$ cat src/rtl/opimul_arb.sv
// Round-robin arbiter sharing one opimul pool between NREQ requesters.
// Issue and return paths are combinational; a tag FIFO routes in-order results home.
module opimul_arb #(
    parameter int ARCHBITSZ = 16,
    parameter int GPRCNT    = 32,
    parameter int NREQ      = 2,
    parameter int TAGDEPTH  = 2,
    localparam int CLOG2GPRCNT = $clog2(GPRCNT),
    localparam int DBITSZ      = ARCHBITSZ*2 + CLOG2GPRCNT + 2,
    localparam int TAGBITSZ    = (NREQ > 1) ? $clog2(NREQ) : 1
) (
    input  logic                     clk_i,
    input  logic                     rst_i,
    input  logic [NREQ-1:0]          req_stb_i,
    input  logic [NREQ*DBITSZ-1:0]   req_data_i,
    output logic [NREQ-1:0]          req_rdy_o,
    output logic [NREQ-1:0]          rsp_rdy_o,
    input  logic [NREQ-1:0]          rsp_stb_i,
    output logic [ARCHBITSZ-1:0]     rsp_data_o,
    output logic [CLOG2GPRCNT-1:0]   rsp_gprid_o,
    output logic                     m_stb_o,
    output logic [DBITSZ-1:0]        m_data_o,
    input  logic                     m_rdy_i,
    output logic                     m_ostb_o,
    input  logic [ARCHBITSZ-1:0]     m_data_i,
    input  logic [CLOG2GPRCNT-1:0]   m_gprid_i,
    input  logic                     m_ordy_i
);

    localparam int AW = $clog2(TAGDEPTH);

    logic [TAGBITSZ-1:0] ptr;
    logic [TAGBITSZ-1:0] grant;
    logic [TAGBITSZ-1:0] ptr_next;
    logic [TAGBITSZ-1:0] head;
    logic [AW:0]         wr_idx;
    logic [AW:0]         rd_idx;
    logic [AW:0]         count;
    logic [TAGBITSZ-1:0] tag_mem [TAGDEPTH];
    logic                found;
    logic                full;
    logic                empty;
    logic                fire;
    logic                pop;
    int                  j;

    // Rotating priority scan starting at ptr; first requester found wins.
    // NOTE: combinational logic uses blocking '=' with every output defaulted
    // first, so no path leaves a signal unassigned and no latch is inferred.
    always_comb begin
        grant = ptr;
        found = 1'b0;
        j     = 0;
        for (int i = 0; i < NREQ; i++) begin
            j = int'(ptr) + i;
            if (j >= NREQ) j = j - NREQ;
            if (!found && req_stb_i[j]) begin
                grant = TAGBITSZ'(j);
                found = 1'b1;
            end
        end
    end

    assign ptr_next = (grant == TAGBITSZ'(NREQ-1)) ? '0 : grant + TAGBITSZ'(1);

    assign count = wr_idx - rd_idx;
    assign full  = (count == (AW+1)'(TAGDEPTH));
    assign empty = (count == '0);
    assign head  = tag_mem[rd_idx[AW-1:0]];

    assign m_stb_o   = !rst_i && (|req_stb_i) && !full;
    assign m_data_o  = req_data_i[grant*DBITSZ +: DBITSZ];
    assign fire      = m_stb_o && m_rdy_i;
    assign req_rdy_o = fire ? (NREQ'(1) << grant) : '0;

    // Result at the FIFO head is offered only to its owner; others' strobes are ignored.
    assign rsp_rdy_o   = (!rst_i && m_ordy_i && !empty) ? (NREQ'(1) << head) : '0;
    assign m_ostb_o    = |(rsp_stb_i & rsp_rdy_o);
    assign pop         = m_ordy_i && m_ostb_o;
    assign rsp_data_o  = m_data_i;
    assign rsp_gprid_o = m_gprid_i;

    // NOTE: sequential state uses non-blocking '<=' so every register samples
    // pre-edge values regardless of statement order.
    always_ff @(posedge clk_i or posedge rst_i) begin
        if (rst_i) begin
            ptr    <= '0;
            wr_idx <= '0;
            rd_idx <= '0;
        end else begin
            if (fire) begin
                ptr    <= ptr_next;
                wr_idx <= wr_idx + (AW+1)'(1);
            end
            if (pop) begin
                rd_idx <= rd_idx + (AW+1)'(1);
            end
        end
    end

    // NOTE: tag storage is deliberately not reset; the indices alone decide
    // which entries are valid, so stale contents are never observed.
    always_ff @(posedge clk_i) begin
        if (fire) tag_mem[wr_idx[AW-1:0]] <= grant;
    end

endmodule
$ cat config.mk
export PLATFORM = sky130hd
export DESIGN_NAME = opimul_arb
export DESIGN_NICKNAME = d
export VERILOG_FILES = /design/src/rtl/opimul_arb.sv
export SDC_FILE = /design/constraint.sdc
export NUM_CORES = 1
export LEC_CHECK = 0
export ABC_AREA = 1
export CORE_ASPECT_RATIO = 1.5
export CORE_MARGIN = 2
export CORE_UTILIZATION = 24
export CTS_CLUSTER_SIZE = 16
export DETAILED_ROUTE_END_ITERATION = 10
export MAX_ROUTING_LAYER = met4
export PLACE_DENSITY = 0.93
export SYNTH_ARGS = -nofsm -noshare
export SYNTH_HDL_FRONTEND = slang
export SYNTH_SLANG_ARGS = --single-unit
$ cat constraint.sdc
create_clock -name clk_i -period 1.5 [get_ports clk_i]
set_input_delay 0.225 -clock clk_i [delete_from_list [all_inputs] [get_ports clk_i]]
set_output_delay 0.225 -clock clk_i [all_outputs]
set_load 0.05 [all_outputs]
Yosys cells after proc, flatten, opt, wreduce, memory -nomap -nowiden
Memories as Yosys holds them, arrays and structs flattened. Index checks and enable logic that the tools add are counted.

Register bits: 5. Bits in latches: 0. Memory bits (writable): 2. ROM bits: 0. Input bits: 107. Output and inout bits: 66. Logic and storage cells: 51. Memories kept: 1.

Add/sub/neg operators: 7. Multipliers: 1. Div/mod/pow operators: 0. Order comparisons: 4. Equal/unequal tests: 1. Shift-type cells: 3. Multiplexer cells: 16. Bitwise gates (word level): 1. Reduce and logical (&&, ||, !) cells: 14.

Memory list: tag_mem (depth 2, width 1, read ports 1, clocked after memory_dff 0, wr ports 1, line 39) `logic [TAGBITSZ-1:0] tag_mem [TAGDEPTH];`.

Operators with widths (count): $shiftx A78 B8 Y39 (1); $lt A32 B3 Y1 const B (2); $mux W32 (2); $mux W1 (12); $logic_and A1 B1 Y1 (7); $mul A1 B6 Y7 const B (1); $add A2 B1 Y2 const B (2); $logic_not A1 Y1 (4); $mux W2 (2); $reduce_or A2 Y1 (2); $shl A1 B1 Y2 const A (2); $sub A1 B2 Y3 const B (1); $sub A2 B2 Y3 const B (1); $add A1 B1 Y2 const B (1); $and A2 B2 Y2 (1); $eq A2 B2 Y1 const B (1); $ge A1 B2 Y1 const B (1); $ge A2 B2 Y1 const B (1); $logic_not A2 Y1 (1); $sub A2 B2 Y2 (1); $add A1 B1 Y1 const B (1).

Longest topological paths before layout
Word-level depth: 11. Gate-level depth with buffers: 9. Depth with buffers taken out: 8.

Worst setup path before layout
OpenSTA, ideal clock, no wires.

Kind: register -> output. Start point: register rd_idx[0]. End point: output req_rdy_o[0]. Arrival time: 1490 ps. Data required time: 1275 ps. Slack: -215 ps. Cell stages (with the launch flop): 7. Path buffers: 1. Path through: dfrtp_1 buf_6 nand2_1 nand2_2 nand3_2 nand3_4 nor2_1.

Cells in the longest elaborated chain, start to end: 6.

RTL lines: start: declaration (line 37) `logic [AW:0] rd_idx;`; start signal: assignment (line 96) `rd_idx <= rd_idx + (AW+1)'(1);`; $sub A2 B2 Y2 (line 66) `assign count = wr_idx - rd_idx;`; $eq A2 B2 Y1 (line 67) `assign full = (count == (AW+1)'(TAGDEPTH));`; $logic_not A1 Y1 (line 71) `assign m_stb_o = !rst_i && (|req_stb_i) && !full;`; $logic_and A1 B1 Y1 (line 71); $logic_and A1 B1 Y1 (line 73) `assign fire = m_stb_o && m_rdy_i;`; $mux W2 (line 74) `assign req_rdy_o = fire ? (NREQ'(1) << grant) : '0;`; end: declaration (line 16) `output logic [NREQ-1:0] req_rdy_o,`.

Every way passes these cells.

Worst setup path after layout
Start point: register ptr. End point: output m_data_o[7].

Cells in the longest elaborated chain, start to end: 11. Elaborated cells between the ends (all ways): 20. Those cells by class: add/sub (3); mul (1); order compare (2); shift (1); mux (11); reduce/logical (2).

RTL lines: start: declaration (line 32) `logic [TAGBITSZ-1:0] ptr;`; start signal: assignment (line 92) `ptr <= ptr_next;`; $sub A1 B2 Y3 or $ge A1 B2 Y1 (tied branches) (line 56) `if (j >= NREQ) j = j - NREQ;`; $mux W32 (line 56); $mux W1 (implied by the code) (3 in series) (line 57) `if (!found && req_stb_i[j]) begin`; $mux W1 (line 57); $logic_not A1 Y1 (line 57); $logic_and A1 B1 Y1 (line 57); $mux W1 * (line 57); $mul A1 B6 Y7 * (line 72) `assign m_data_o = req_data_i[grant*DBITSZ +: DBITSZ];`; $shiftx A78 B8 Y39 * (line 72); end: declaration (line 22) `output logic [DBITSZ-1:0] m_data_o,`.

Mark *: on every way between the ends. The rest lies on a longest branch, timed or not. The select of a mux whose other input is x is not followed.

==> summary.txt <==
Critical path
  • CP delay by family, top: buffers and inverters
  • Crit path kind: flop to primary output
  • Req. time, crit path: 1270 ps
  • Top cell by count, worst path: nand2_2
  • Critical path arrival: 1560 ps
  • Startpoint Class: flop
  • Worst reg2reg path startpoint: rd_idx[0]
  • CP peak stage delay: 420 ps
  • Cell breakdown of the critical path: nand2_1, nand2_2, o21ai_4, inv_4, buf_12, buf_16, nand2_2, nand2_2, buf_6
  • Worst Setup SP: ptr
  • Setup crit end kind: primary output
  • CP max-delay cell: dfrtp_1
  • CP Buf/Inv Count: 4
  • Max FO, Critical Path: 8

Clock tree
  • Root buf cell: clkbuf_8
  • Num CTS Buffers: 3
  • Clock-pin slew on the worst setup and hold paths: 40 ps
  • CTS tree: built
  • Clock Sinks: 7
  • Hold buffers post-CTS: 0
  • Clock Latency Late Sink: 230 ps
  • CTS H-tree depth: 1
  • Longest Clk Path Bufs: 2

Run status
  • Failing checks: setup timing
  • Outcome: complete, but fails checks

STA
  • Clock Skew: 0.414 ps
  • Fin crit period: 1790 ps
  • Fin crit share: 119%
  • Final setup violation count: 45
  • Fin worst setup slack: -289 ps
  • Relative slew slack: 84.3%
  • Max Freq: 559 MHz
  • Max Slew Vio Count: 0
  • Setup TNS: -9320 ps
  • RSZ-0062 raised after global routing: yes
  • Worst-Margin Slew: 235 ps
  • Final Hold Viols: 0

Pwr
  • Overall power: 4680 uW
  • Worst vdd ir: 0.793 mV
  • Pwr Density: 1540 nW/um^2
  • Leak pwr: 0.00147 uW

Synth
  • Post-synth top area cell: nand2_1
  • Post-synth net total: 315
  • Synth area leaders: nand2_1 (44%), buf_4 (16%), dfrtp_1 (11%)
  • Synth top area share: 43.8%
  • Post-Syn Area per Cell: 5.56 sq um
  • Post-synthesis sequential area ratio: 16.0%
  • #FFs+latches synth: 7
  • Yosys cell types: 21
  • Post-Synthesis Cell Area: 1160 sq um
  • Cells after synthesis: 208
  • Count of yosys warnings during synthesis: 0

Placement
  • Inst Count DP: 384
  • Placed instance area: 2400 sq um
  • Port Buf Inserts: 130
  • Gpl congestion: 0.779
  • Placement Setup Slack: -328 ps
  • Hpwl dp: 3.79 mm

Finish
  • Cell area after layout: 3040 sq um
  • Commonest non-fill, non-tap cell in the layout: nand2_1
  • Share of layout cells above drive strength 1: 40.0%
  • Most frequent cells in the layout: nand2_1 (98), clkdlybuf4s50_1 (83), buf_6 (35)
  • Finished Layout Cells: 404
  • Final nets: 448
  • Layout overhead on the synthesized area: 163%
  • Diode count: 0

Floorplan
  • Core box area: 4580 sq um
  • Die ar.: 5400 sq um
  • Die Span X: 60.7 microns
  • I/O pin count: 173
  • Die height: 89.0 microns
  • Starting Density: 25.2%
  • FP Rows: 30

Routing
  • DR DRC count: 0
  • Detailed Route WL: 5.81 mm
  • Mean number of vias per cell: 4.45
  • Drt first pass iters: 4
  • Vias: 1,799
  • Routed Antenna Nets: 0
  • 1st-iter DRT viols: 39
  • Avg WL per Cell: 14.4 microns

Global routing
  • First-pass GRT wire length: 8.02 mm
  • Total GRT Usage: 20.3%
  • Largest net degree at the start of global routing: 24
  • Remaining global-route overflow: 0
  • Initial antenna violation count: 0
  • Vias in the first global route: 1,852

Flow run
  • Max cap viols: 0

Hold path
  • Hold path start: m_data_i[0]
  • Hold WC Path Type: input port to primary output
state kept, by name (all words and copies together) (netlist names):
name / cells
ptr: 1
rd_idx: 2
tag_mem: 2
wr_idx: 2
path summary, 6_finish.rpt:
kind                            depth (start not counted)            end  slack (ps)
worst max register to register                          7     tag_mem[0]          50
min in group asynchronous                               3            ptr         470
worst min-delay path                                    0  rsp_data_o[0]         450
max in group asynchronous                               3      rd_idx[0]         910
worst min register to register                          3      wr_idx[1]         680
worst max-delay path                                    9    m_data_o[7]        -290
Yosys cell counts, drive strengths merged:
cell type  number
dfrtp           5
edfxtp          2
nand3           4
o21ai           4
nand4           2
buf            30
nand2         139
nor2           10
xor2            2
xnor2           1
inv             9
layout make-up:
type	instances	area [sq um]
clock buffer	4	45.0
multi-input combinational	162	953
tap	64	80.1
timing repair buffer	158	1730
sequential	7	186
inverter	9	38.8
fill	388	1540
routing by layer:
metal / share of wire, % / up-vias / GRT usage [%]
met5: 0 / - / -
met4: 3.9 / 0 / 12.1
met3: 5.0 / 27 / 3.62
met2: 60 / 88 / 37.4
met1: 31 / 817 / 18.8
li1: - / 867 / -
cells by family after synthesis:
logic type      after synthesis  synth area share (%)
compound gates                4                  2.38
flops                         7                  16.0
xor+xnor                      3                  2.27
simple gates                155                  57.3
buf+inv                      39                  22.1
where the power goes:
part / switching, uW / total, uW / internal, uW
sequential: 112 / 389 / 277
clock: 84.2 / 268 / 184
combinational: 2350 / 4020 / 1670
repair_timing:
action,4_1_cts,5_1_grt
resized for setup,74,49
endpoints found under the setup margin,45,45
cloned,2,0
setup buffers,11,4
pin swaps,9,15
stage by stage:
| stage | hold WS (ps) | utilization, % |
|---|---|---|
| 5_1_grt | 450 | 66.3 |
| 3_5_place_dp | 450 | 52.4 |
| 4_1_cts | 402 | 61.8 |
| 2_1_floorplan | 11.8 | - |
| 3_3_place_gp | 450 | 52.4 |
| 6_report | 450 | 66.3 |
Power figures use the tool's default switching activity.
